--- src/rtl/regfile_pkg.sv ---
// Shared types and defaults for the register file sequencer.
// FSM state encoding, request flag bundle, default widths.
package regfile_pkg;

    localparam int W_DEF     = 8;
    localparam int SEL_W_DEF = 4;

    typedef enum logic [2:0] {
        S_IDLE     = 3'd0,
        S_RD_PULSE = 3'd1,
        S_RD_CAP   = 3'd2,
        S_WR_PULSE = 3'd3,
        S_WR_REL   = 3'd4,
        S_RESP     = 3'd5
    } state_t;

    typedef struct packed {
        logic rx;
        logic ry;
        logic wz;
    } req_flags_t;

endpackage

--- src/rtl/regfile_sequencer_rr_arbiter2.sv ---
// Two-way round-robin arbiter; last_grant updates only on accept.
// Requester 0 wins the first contention after reset.
module rr_arbiter2 (
    input  logic       clk,
    input  logic       rst_n,
    input  logic [1:0] valid,
    input  logic       enable,
    input  logic       accept,
    output logic [1:0] grant,
    output logic       gnt_id
);

    logic last_grant;
    logic gnt_ok;

    assign gnt_id = (&valid) ? ~last_grant : valid[1];
    assign gnt_ok = enable & valid[gnt_id];
    assign grant  = {gnt_id, ~gnt_id} & {2{gnt_ok}};

    always_ff @(posedge clk or negedge rst_n) begin
        if (!rst_n) begin
            last_grant <= 1'b1;
        end else if (accept) begin
            last_grant <= gnt_id;
        end
    end

endmodule

--- src/rtl/regfile_sequencer.sv ---
// Strobe sequencer in front of the x/y/z register file, two requesters.
// Optional REGFILE_SEQ_ZERO_REG_EN: r0 reads zero and ignores writes.
module regfile_sequencer
    import regfile_pkg::*;
#(
    parameter int W     = W_DEF,
    parameter int SEL_W = SEL_W_DEF
) (
    input  logic               clock,
    input  logic               reset,
    input  logic [1:0]         req_valid,
    output logic [1:0]         req_ready,
    input  logic [1:0]         req_rx,
    input  logic [1:0]         req_ry,
    input  logic [1:0]         req_wz,
    input  logic [2*SEL_W-1:0] req_x_sel,
    input  logic [2*SEL_W-1:0] req_y_sel,
    input  logic [2*SEL_W-1:0] req_z_sel,
    input  logic [2*W-1:0]     req_wdata,
    output logic               rsp_valid,
    input  logic               rsp_ready,
    output logic               rsp_id,
    output logic [W-1:0]       rsp_x,
    output logic [W-1:0]       rsp_y,
    output logic               rf_x_enb,
    output logic               rf_y_enb,
    output logic               rf_z_enb,
    output logic [SEL_W-1:0]   rf_x_sel,
    output logic [SEL_W-1:0]   rf_y_sel,
    output logic [SEL_W-1:0]   rf_z_sel,
    output logic [W-1:0]       rf_z_in,
    input  logic [W-1:0]       rf_x_out,
    input  logic [W-1:0]       rf_y_out
);

    state_t     state, state_nxt;
    req_flags_t flg, new_flg;
    logic       gid, accept, idle;
    logic [SEL_W-1:0] xs, ys, zs;
    logic [W-1:0]     wd;

    assign idle   = (state == S_IDLE);
    assign accept = |(req_valid & req_ready);

    assign xs = req_x_sel[gid*SEL_W +: SEL_W];
    assign ys = req_y_sel[gid*SEL_W +: SEL_W];
    assign zs = req_z_sel[gid*SEL_W +: SEL_W];
    assign wd = req_wdata[gid*W +: W];

    rr_arbiter2 u_arb (
        .clk    (clock),
        .rst_n  (reset),
        .valid  (req_valid),
        .enable (idle),
        .accept (accept),
        .grant  (req_ready),
        .gnt_id (gid)
    );

    // Flags are filtered at accept so r0 accesses never reach a strobe.
    always_comb begin
        new_flg.rx = req_rx[gid];
        new_flg.ry = req_ry[gid];
        new_flg.wz = req_wz[gid];
`ifdef REGFILE_SEQ_ZERO_REG_EN
        if (xs == '0) new_flg.rx = 1'b0;
        if (ys == '0) new_flg.ry = 1'b0;
        if (zs == '0) new_flg.wz = 1'b0;
`endif
    end

    always_comb begin
        state_nxt = state;
        unique case (state)
            S_IDLE: begin
                if (accept) begin
                    if (new_flg.rx | new_flg.ry) state_nxt = S_RD_PULSE;
                    else if (new_flg.wz)         state_nxt = S_WR_PULSE;
                    else                         state_nxt = S_RESP;
                end
            end
            S_RD_PULSE: state_nxt = S_RD_CAP;
            S_RD_CAP:   state_nxt = flg.wz ? S_WR_PULSE : S_RESP;
            S_WR_PULSE: state_nxt = S_WR_REL;
            S_WR_REL:   state_nxt = S_RESP;
            S_RESP:     if (rsp_ready) state_nxt = S_IDLE;
            default:    state_nxt = S_IDLE;
        endcase
    end

    assign rf_x_enb  = (state == S_RD_PULSE) & flg.rx;
    assign rf_y_enb  = (state == S_RD_PULSE) & flg.ry;
    assign rf_z_enb  = (state == S_WR_PULSE);
    assign rsp_valid = (state == S_RESP);

    // Selects and write data change only on accept, never under a strobe.
    always_ff @(posedge clock or negedge reset) begin
        if (!reset) begin
            state    <= S_IDLE;
            flg      <= '0;
            rf_x_sel <= '0;
            rf_y_sel <= '0;
            rf_z_sel <= '0;
            rf_z_in  <= '0;
            rsp_id   <= 1'b0;
            rsp_x    <= '0;
            rsp_y    <= '0;
        end else begin
            state <= state_nxt;
            if (idle && accept) begin
                flg      <= new_flg;
                rf_x_sel <= xs;
                rf_y_sel <= ys;
                rf_z_sel <= zs;
                rf_z_in  <= wd;
                rsp_id   <= gid;
                rsp_x    <= '0;
                rsp_y    <= '0;
            end else if (state == S_RD_CAP) begin
                rsp_x <= flg.rx ? rf_x_out : '0;
                rsp_y <= flg.ry ? rf_y_out : '0;
            end
        end
    end

endmodule

--- config.mk ---
export PLATFORM = sky130hd
export DESIGN_NAME = regfile_sequencer
export DESIGN_NICKNAME = d
export VERILOG_FILES = /design/src/rtl/regfile_pkg.sv /design/src/rtl/regfile_sequencer_rr_arbiter2.sv /design/src/rtl/regfile_sequencer.sv
export SDC_FILE = /design/constraint.sdc
export NUM_CORES = 1
export LEC_CHECK = 0
export BUFFER_PORTS_ARGS = -buffer_cell sky130_fd_sc_hd__buf_4
export CAP_MARGIN = 10
export CORE_ASPECT_RATIO = 0.6
export CORE_MARGIN = 2
export CORE_UTILIZATION = 40
export DETAILED_ROUTE_END_ITERATION = 16
export MAX_ROUTING_LAYER = met4
export PLACE_DENSITY = 0.76
export SYNTH_ARGS = -nofsm -noshare
export SYNTH_HDL_FRONTEND = slang
export SYNTH_SLANG_ARGS = --single-unit
export TNS_END_PERCENT = 100
--- constraint.sdc ---
create_clock -name clock -period 1.45 [get_ports clock]
set_input_delay 0.2175 -clock clock [delete_from_list [all_inputs] [get_ports clock]]
set_output_delay 0.2175 -clock clock [all_outputs]
set_load 0.02 [all_outputs]
==> results.sh, run 1 <==
export IMPL_cp_required_ns=1.63
export IMPL_die_h_um=58.7
export IMPL_synth_edf_count=0
export IMPL_wl_per_cell_um=16.3
export IMPL_clk_pin_slew_worst_paths_ns=0.08
export IMPL_path_class="register to register"
export IMPL_utilization_pct=71.3
export IMPL_first_pass_iters=4
export IMPL_highest_layer="met4"
export IMPL_crit_top_cell="buf_6"
export IMPL_crit_chain="buf_4 -> buf_6 -> or3_4 -> buf_6 -> a22o_1"
export IMPL_clock_fmax_mhz=640
export IMPL_drt_iter0_markers=98
export IMPL_rrSetupSlack_ns=-0.11
export IMPL_place_area_sq_mm=0.00295
export IMPL_synth_seq_cells=44
export IMPL_ioPinCount=110
export IMPL_final_max_slew_violation_count=0
export IMPL_clk_latency_ns=0.28
export IMPL_wl_met2_um=2690
export IMPL_min_from="rf_y_out[4]"
export IMPL_hp_class="primary input to register"
export IMPL_syn_nets=224
export IMPL_post_place_cells=333
export IMPL_worstSetupStartpointType="register"
export IMPL_synthDistinctLibCells=33
export IMPL_final_area_sq_mm=0.00334
export IMPL_portBuffers=109
export IMPL_postRouteAntennaNets=0
export IMPL_status="complete, but fails checks"
export IMPL_ys_async_sr_fraction_pct=100
export IMPL_violations="negative setup slack"
export IMPL_initial_utilization_pct=42.6
export IMPL_met1_length_um=2580
export IMPL_final_nets=361
export IMPL_cts_sinks=44
export IMPL_yosysSeqAreaShare_pct=55.3
export IMPL_layout_min_cycle_time_ns=1.56
export IMPL_clock_path_buffers=2
export IMPL_final_cell_mix="buf_4, dfrtp_1, and3_1, a221o_1, a22o_1"
export IMPL_max_stage_delay_ns=0.44
export IMPL_final_common_cell="buf_4"
export IMPL_grt_pass1_wl_um=8840
export IMPL_numCtsBuffers=5
export IMPL_die_area_sq_mm=0.00559
export IMPL_grt_pass1_vias=1808
export IMPL_fp_dieW_um=95.2
export IMPL_slew_limit_headroom_pct=64.0
export IMPL_rsz0062_at_grt="yes"
export IMPL_rows=19
export IMPL_power_density_mw_per_mm2=2060
export IMPL_arrival_ns=1.74
export IMPL_coreArea_sq_mm=0.00468
export IMPL_cap_viol_max_count=0
export IMPL_max_slew_worst_pin_slew_ns=0.540
export IMPL_route_detailed_drc=0
export IMPL_drive_gt1_share_pct=58.3
export IMPL_yosysWarnings=0
export IMPL_met3RoutedLength_um=527
export IMPL_hold_violations=0
export IMPL_postRouteWirelength_um=5840
export IMPL_min_period_over_period_pct=108
export IMPL_critPathTopFamily="flip-flops"
export IMPL_syn_to_final_growth_pct=67.3
export IMPL_avgSynthCellArea_sq_um=12.7
export IMPL_worstRegToRegCells=5
export IMPL_gp_congestion=0.730
export IMPL_worst_hold_slack_ns=0.154
export IMPL_vias=1909
export IMPL_via_per_inst=5.33
export IMPL_leakage_nw=1.74
export IMPL_fin_ws_ns=-0.112
export IMPL_r2r_start="state[0]"
export IMPL_crit_path_top_delay_cell="dfrtp_2"
export IMPL_clock_root_buffer="clkbuf_8"
export IMPL_setup_viol=40
export IMPL_grt_use_total_pct=21.3
export IMPL_syn_area_sq_mm=0.00199
export IMPL_n_antenna_cell=0
export IMPL_antenna_found_initial=0
export IMPL_whs_path_depth=2
export IMPL_path_buf_inv=3
export IMPL_cts_tree="yes"
export IMPL_reg2reg_to="rsp_x[2]"
export IMPL_grt_ovfl_total=0
export IMPL_ir_drop_mv=0.988
export IMPL_dpl_hpwl_um=3970
export IMPL_syn_instance_count=157
export IMPL_htreeDepth=2
export IMPL_fin_worst_skew_ns=0.00295
export IMPL_crit_path_end_kind="register"
export IMPL_grt_max_degree=45
export IMPL_synth_main_ff_cell="dfrtp_1"
export IMPL_critPathMaxFanout=8
export IMPL_fin_cells=358
export IMPL_whs_endpoint="rsp_y[4]"
==> stage by stage <==
step	power (mW)	TNS [ns]	setup WS (ns)
3_5_place_dp	5.41	0	0.0226
2_1_floorplan	4.04	-0.133	-0.0663
6_report	6.89	-3.88	-0.112
3_3_place_gp	5.36	0	0.0346
5_1_grt	7.28	-6.22	-0.190
4_1_cts	6.73	-1.09	-0.143
==> layout make-up <==
type / instances / area (sq um)
clock buffers: 6 / 82.6
clock inverters: 2 / 10.0
fillers: 341 / 1350
inverters: 1 / 6.26
multi-input cells: 99 / 882
flip-flops and latches: 44 / 1110
well taps: 63 / 78.8
repair buffers: 143 / 1170
==> cells by family (layout without fill, tap and decap cells) <==
kind of cell / after synthesis / after routing / synth area share [%]
compound gates: 49 / 49 / 21.5
flops: 44 / 44 / 55.3
simple gates: 44 / 44 / 15.2
buf+inv: 14 / 152 / 4.96
mux: 6 / 6 / 3.01
==> flip-flops by register name, summed over array words and instances, names as in the netlist <==
| register | count |
|---|---|
| rf_z_in | 8 |
| rsp_x | 8 |
| rsp_y | 8 |
| rf_x_sel | 4 |
| rf_y_sel | 4 |
| rf_z_sel | 4 |
| flg | 3 |
| state | 3 |
| rsp_id | 1 |
| u_arb.last_grant | 1 |
==> timing repair <==
action,in CTS,in global routing
endpoints found under the setup margin,7,47
hold buffers,1,0
pin swaps,6,20
gates cloned,2,0
buffers inserted,11,3
hold endpoints to repair,43,0
resized for setup,29,8
==> synthesized netlist by cell type, types with 2 or more instances <==
| library cell | n | area share, % |
|---|---|---|
| a21o_1 | 2 | 0.75 |
| or3_1 | 2 | 0.63 |
| a22o_1 | 16 | 7.0 |
| nor3_1 | 3 | 0.75 |
| nand2b_1 | 2 | 0.63 |
| dfrtp_1 | 43 | 54 |
| nor2_1 | 2 | 0.38 |
| and3_1 | 21 | 6.6 |
| buf_6 | 5 | 2.8 |
| nor3b_2 | 2 | 1.3 |
| clkbuf_1 | 3 | 0.56 |
| o21ai_1 | 3 | 0.75 |
| o21ai_0 | 3 | 0.75 |
| nor3b_1 | 3 | 1.1 |
| buf_2 | 4 | 1.0 |
| a221o_1 | 20 | 10 |
| nor4b_1 | 2 | 0.88 |
| mux2i_1 | 6 | 3.0 |
==> where the power goes <==
part / internal, mW / switching [mW]
clock: 0.380 / 0.388
sequential: 1.78 / 0.386
combinational: 2.11 / 1.85
==> how the worst max path moves through the flow <==
stage | from | end | slack (ns) | cells past startpoint
after global routing | state[2] | rf_z_sel[3] | -0.19 | 6
after floorplan | state[2] | rf_x_enb | -0.07 | 2
after detailed placement | state[1] | rsp_x[1] | 0.02 | 4
after CTS | state[1] | req_ready[1] | -0.14 | 4
after global placement | state[1] | rsp_y[0] | 0.03 | 4
final | state[0] | rsp_x[2] | -0.11 | 5
==> metal layers <==
metal / vias to the layer above / global-route usage (%)
met5: - / -
met4: 0 / 4.35
met3: 6 / 5.76
met2: 103 / 33.2
met1: 911 / 28.5
li1: 889 / -
Note: power is estimated with default switching activity, not from simulation.
==> run 2, diff against run 1 <==
--- a/config.mk
+++ b/config.mk
@@ -6,12 +6,13 @@
 export NUM_CORES = 1
 export LEC_CHECK = 0
-export BUFFER_PORTS_ARGS = -buffer_cell sky130_fd_sc_hd__buf_4
 export CAP_MARGIN = 10
 export CORE_ASPECT_RATIO = 0.6
 export CORE_MARGIN = 2
-export CORE_UTILIZATION = 40
+export CORE_UTILIZATION = 50
+export CTS_BUF_LIST = sky130_fd_sc_hd__clkbuf_2 sky130_fd_sc_hd__clkbuf_4 sky130_fd_sc_hd__clkbuf_8
 export DETAILED_ROUTE_END_ITERATION = 16
+export DONT_BUFFER_PORTS = 1
 export MAX_ROUTING_LAYER = met4
-export PLACE_DENSITY = 0.76
+export PLACE_DENSITY = 0.68
 export SYNTH_ARGS = -nofsm -noshare
 export SYNTH_HDL_FRONTEND = slang
==> constraint.sdc (replaced) <==
create_clock -name clock -period 1.45 [get_ports clock]
set_input_delay 0.145 -clock clock [delete_from_list [all_inputs] [get_ports clock]]
set_output_delay 0.145 -clock clock [all_outputs]
set_load 0.02 [all_outputs]
==> results.sh, run 2 (same netlist as run 1, synthesis figures left out) <==
export IMPL_final_max_slew_violation_count=0
export IMPL_min_period_over_period_pct=110
export IMPL_cts_sinks=44
export IMPL_wl_per_cell_um=22.8
export IMPL_ir_drop_mv=1.35
export IMPL_final_common_cell="dfrtp_1"
export IMPL_dpl_hpwl_um=3500
export IMPL_postRouteAntennaNets=0
export IMPL_final_cell_mix="dfrtp_1, dlygate4sd3_1, a221o_1"
export IMPL_leakage_nw=1.35
export IMPL_path_buf_inv=3
export IMPL_gr_max_usage_layer="met2"
export IMPL_grt_use_total_pct=26.3
export IMPL_drive_gt1_share_pct=32.3
export IMPL_reg_top3="rf_z_in: 8 flops, rsp_x: 8 flops, rsp_y: 8 flops"
export IMPL_portBuffers=0
export IMPL_fin_ws_ns=-0.146
export IMPL_hold_violations=0
export IMPL_n_fill_cell=232
export IMPL_vias=1680
export IMPL_critPathTopFamily="flip-flops"
export IMPL_numCtsBuffers=5
export IMPL_via_per_inst=6.36
export IMPL_crit_chain="buf_6 -> nand2b_4 -> and3_4 -> buf_12 -> buf_8"
export IMPL_setup_viol=19
export IMPL_global_route_usage_met1_pct=31.5
export IMPL_grt_pass1_vias=1685
export IMPL_worstSetupStartpointType="register"
export IMPL_grt_ovfl_total=0
export IMPL_fp_dieW_um=85.5
export IMPL_critPathMaxFanout=3
export IMPL_n_antenna_cell=0
export IMPL_fin_worst_skew_ns=0.00739
export IMPL_initial_utilization_pct=53.3
export IMPL_final_nets=283
export IMPL_die_h_um=52.9
export IMPL_violations="negative setup slack"
export IMPL_status="complete, but fails checks"
export IMPL_gp_congestion=0.815
export IMPL_postRouteWirelength_um=6020
export IMPL_rsz0062_at_grt="yes"
export IMPL_clock_path_buffers=2
export IMPL_clk_pin_slew_worst_paths_ns=0.08
export IMPL_fin_setup_tns_ns=-1.39
export IMPL_met3_usage_pct=8.27
export IMPL_syn_to_final_growth_pct=42.7
export IMPL_clock_fmax_mhz=627
export IMPL_cap_viol_max_count=0
export IMPL_clk_latency_ns=0.29
export IMPL_grt_max_degree=45
export IMPL_max_slew_worst_pin_slew_ns=0.351
export IMPL_use_met2_pct=45.2
export IMPL_grt_pass1_wl_um=8480
export IMPL_first_pass_iters=4
export IMPL_ioPinCount=110
export IMPL_slew_limit_headroom_pct=76.5
export IMPL_arrival_ns=1.45
export IMPL_max_stage_delay_ns=0.56
export IMPL_rows=17
export IMPL_power_total_mw=6.29
export IMPL_drt_iter0_markers=46
export IMPL_crit_path_end_kind="output pin"
export IMPL_hp_class="primary input to register"
export IMPL_layout_min_cycle_time_ns=1.60
export IMPL_crit_path_top_delay_cell="dfstp_2"
export IMPL_clock_root_buffer="clkbuf_8"
export IMPL_die_area_sq_mm=0.00453
export IMPL_path_class="register to output pin"
export IMPL_antenna_found_initial=0
export IMPL_route_detailed_drc=0
export IMPL_cts_tree="yes"
export IMPL_cp_required_ns=1.31
export IMPL_coreArea_sq_mm=0.00374
export IMPL_htreeDepth=2
export IMPL_power_density_mw_per_mm2=2210
## run 2: cell types whose count changed in the layout (fill, tap and decap cells not counted), sizes merged
cell	previous run	this run
dlygate4sd3	1	26
bufbuf	1	0
a21boi	1	3
buf	141	37
## run 2: cell type report
type	instances	area (sq um)	share of cell area (%)
clock buffer	6	82.6	2.90
clock inverter	2	10.0	0.352
inverter	1	11.3	0.396
multi-input combinational	101	933	32.8
sequential	44	1100	38.8
tap	47	58.8	2.07
timing repair buffer	63	647	22.7
## run 2: through the flow
step                      setup WS [ns]  utilization, %  instance area, sq um  hold WS [ns]  instances
after global placement           -0.213            56.8                  2130        -0.150        210
after detailed placement         -0.284            56.8                  2130        -0.150        210
after CTS                        -0.139            71.1                  2660      0.000379        251
final                            -0.146            76.0                  2850       0.00395        264
after global routing             -0.215            76.0                  2850      -0.00170        264
after floorplan                 0.00622               -                  2000        -0.151        157
## run 2: repair_timing
item / 4_1_cts / 5_1_grt
resized for setup: 28 / 22
hold buffers: 23 / 4
pin swaps: 9 / 13
setup endpoints to repair: 33 / 44
endpoints found under the hold margin: 65 / 4
setup buffers: 8 / 8
cloned: 2 / 1
## run 2: metal layers
layer  wire (um)  part of all wire [%]
met1        2600                    43
met2        2930                    49
met3         464                   7.7
met4          26                  0.43
met5           0                     0
## run 2: final timing paths
kind	start	endpoint	slack [ns]	depth (start not counted)
min reg2reg	flg[0]	flg[0]	0.52	2
max	u_arb.last_grant	req_ready[0]	-0.15	5
min in group asynchronous	reset	rsp_y[7]	0.33	2
max in group asynchronous	reset	u_arb.last_grant	0.86	2
min	req_y_sel[2]	rf_y_sel[2]	0.004	1
max reg2reg	u_arb.last_grant	rf_y_sel[0]	-0.10	6
## run 2: power by group
group	internal [mW]	leakage (nW)	switching, mW
Sequential	1.77	0.564	0.994
Combinational	1.52	0.731	1.23
Clock	0.380	0.0510	0.399
Total	3.67	1.35	2.62
==> run 3, diff against run 2 <==
Settings changed: CORE_ASPECT_RATIO 0.6 to 0.8, CORE_UTILIZATION 50 to 30, PLACE_DENSITY 0.68 to not set, SETUP_SLACK_MARGIN set to 0.1.
==> results.sh, run 3 (same netlist as run 1, synthesis figures left out) <==
export IMPL_rows=26
export IMPL_vias=1666
export IMPL_power_density_mw_per_mm2=2130
export IMPL_fin_ws_ns=-0.131
export IMPL_drt_iter0_markers=83
export IMPL_final_cell_mix="dfrtp_1, dlygate4sd3_1, and3_1, a221o_1, a22o_1"
export IMPL_violations="negative setup slack"
export IMPL_post_place_ws_ns=-0.371
export IMPL_cts_sinks=44
export IMPL_wl_per_cell_um=20.1
export IMPL_grt_ovfl_total=0
export IMPL_slew_limit_headroom_pct=69.9
export IMPL_cap_viol_max_count=0
export IMPL_clock_fmax_mhz=633
export IMPL_clock_path_buffers=2
export IMPL_clock_root_buffer="clkbuf_8"
export IMPL_coreArea_sq_mm=0.00641
export IMPL_syn_to_final_growth_pct=50.5
export IMPL_whs_path_depth=2
export IMPL_final_nets=289
export IMPL_first_pass_iters=4
export IMPL_grt_use_total_pct=17.2
export IMPL_crit_path_end_kind="output pin"
export IMPL_n_antenna_cell=0
export IMPL_ir_drop_mv=0.879
export IMPL_layout_min_cycle_time_ns=1.58
export IMPL_grt_pass1_wl_um=9330
export IMPL_worstSetupStartpointType="register"
export IMPL_arrival_ns=1.44
export IMPL_hold_violations=0
export IMPL_whs_endpoint="flg[2]"
export IMPL_worstRegToRegCells=6
export IMPL_clk_latency_ns=0.30
export IMPL_portBuffers=0
export IMPL_setup_viol=27
export IMPL_crit_path_top_delay_cell="dfrtp_2"
export IMPL_fin_worst_skew_ns=0.00835
export IMPL_numCtsBuffers=5
export IMPL_gp_congestion=0.769
export IMPL_reg2reg_to="rf_y_sel[1]"
export IMPL_postRouteWirelength_um=6160
export IMPL_htreeDepth=2
export IMPL_rsz0062_at_grt="yes"
export IMPL_antenna_found_initial=0
export IMPL_fin_setup_tns_ns=-2.02
export IMPL_drive_gt1_share_pct=29.6
export IMPL_via_per_inst=5.43
export IMPL_crit_chain="nor3_4 -> and3_4 -> buf_12 -> buf_8"
export IMPL_initial_utilization_pct=31.1
export IMPL_max_stage_delay_ns=0.45
export IMPL_reg_top3="rf_z_in: 8 flops, rsp_x: 8 flops, rsp_y: 8 flops"
export IMPL_status="complete, but fails checks"
export IMPL_startpoint="state[0]"
export IMPL_min_period_over_period_pct=109
export IMPL_grt_pass1_vias=1820
export IMPL_hp_class="primary input to register"
export IMPL_dpl_hpwl_um=3430
export IMPL_clk_pin_slew_worst_paths_ns=0.08
export IMPL_min_from="req_rx[0]"
export IMPL_die_h_um=76.9
export IMPL_rrSetupSlack_ns=-0.11
export IMPL_ioPinCount=110
export IMPL_critPathMaxFanout=3
export IMPL_final_common_cell="dfrtp_1"
export IMPL_leakage_nw=1.37
export IMPL_final_max_slew_violation_count=0
export IMPL_max_slew_worst_pin_slew_ns=0.450
export IMPL_cts_tree="yes"
export IMPL_cp_required_ns=1.31
export IMPL_route_detailed_drc=0
export IMPL_multi_input_area_sq_um=943
export IMPL_fp_dieW_um=95.2
export IMPL_n_fill_cell=581
export IMPL_path_class="register to output pin"
export IMPL_r2r_start="u_arb.last_grant"
export IMPL_register_area_sq_mm=0.00111
export IMPL_postRouteAntennaNets=0
export IMPL_grt_max_degree=45
export IMPL_die_area_sq_mm=0.00732
## run 3: worst max-delay path by stage
stage | end | depth (start not counted)
2_1_floorplan | rf_x_enb | 2
3_3_place_gp | state[2] | 3
3_5_place_dp | state[2] | 3
4_1_cts | req_ready[0] | 4
5_1_grt | req_ready[0] | 4
6_report | req_ready[0] | 4
## run 3: final cells by class
cell class	instances	area share [%]
well taps	84	3.50
clock inverters	2	1.29
flip-flops and latches	44	36.8
inverters	1	0.292
repair buffers	68	23.9
clock buffers	6	2.75
multi-input cells	102	31.4
## run 3: report_power, final
part	leakage, nW	total [mW]	switching, mW	internal, mW
Clock	0.0614	1.00	0.441	0.564
Sequential	0.561	2.75	0.977	1.77
Combinational	0.746	2.64	1.18	1.47
## run 3: through the flow
stage	utilization, %	instances	area (sq um)	hold slack, ns	power, mW
global placement	33.2	242	2130	-0.150	4.43
CTS	45.0	300	2880	0.00533	6.18
finish	46.8	307	3000	0.0443	6.40
detailed placement	33.2	242	2130	-0.150	4.47
global route	46.8	307	3000	0.0494	6.80
floorplan	-	157	2010	-0.151	4.07
## run 3: layer usage
layer | global-route usage (%) | share of wire [%] | vias up
met1 | 22.3 | 46 | 844
met2 | 26.7 | 47 | 62
li1 | - | - | 758
met4 | 4.35 | 0.37 | 0
met3 | 4.52 | 6.7 | 2
met5 | - | 0 | -
## run 3: worst max-delay path, delay by kind of cell, from the launching register on
kind                   cells  cell delay (ns)
flip-flops                 1             0.45
buffers and inverters      2             0.21
AND/OR/NAND/NOR            2             0.50
## run 3: what timing repair did
action                     in CTS  in global routing
hold endpoints to repair       79                  1
setup buffers                   9                  5
gates cloned                    4                  1
hold buffers                   37                  1
setup endpoints to repair      49                 48
pin swaps                      10                 17
gates resized for setup        31                 15
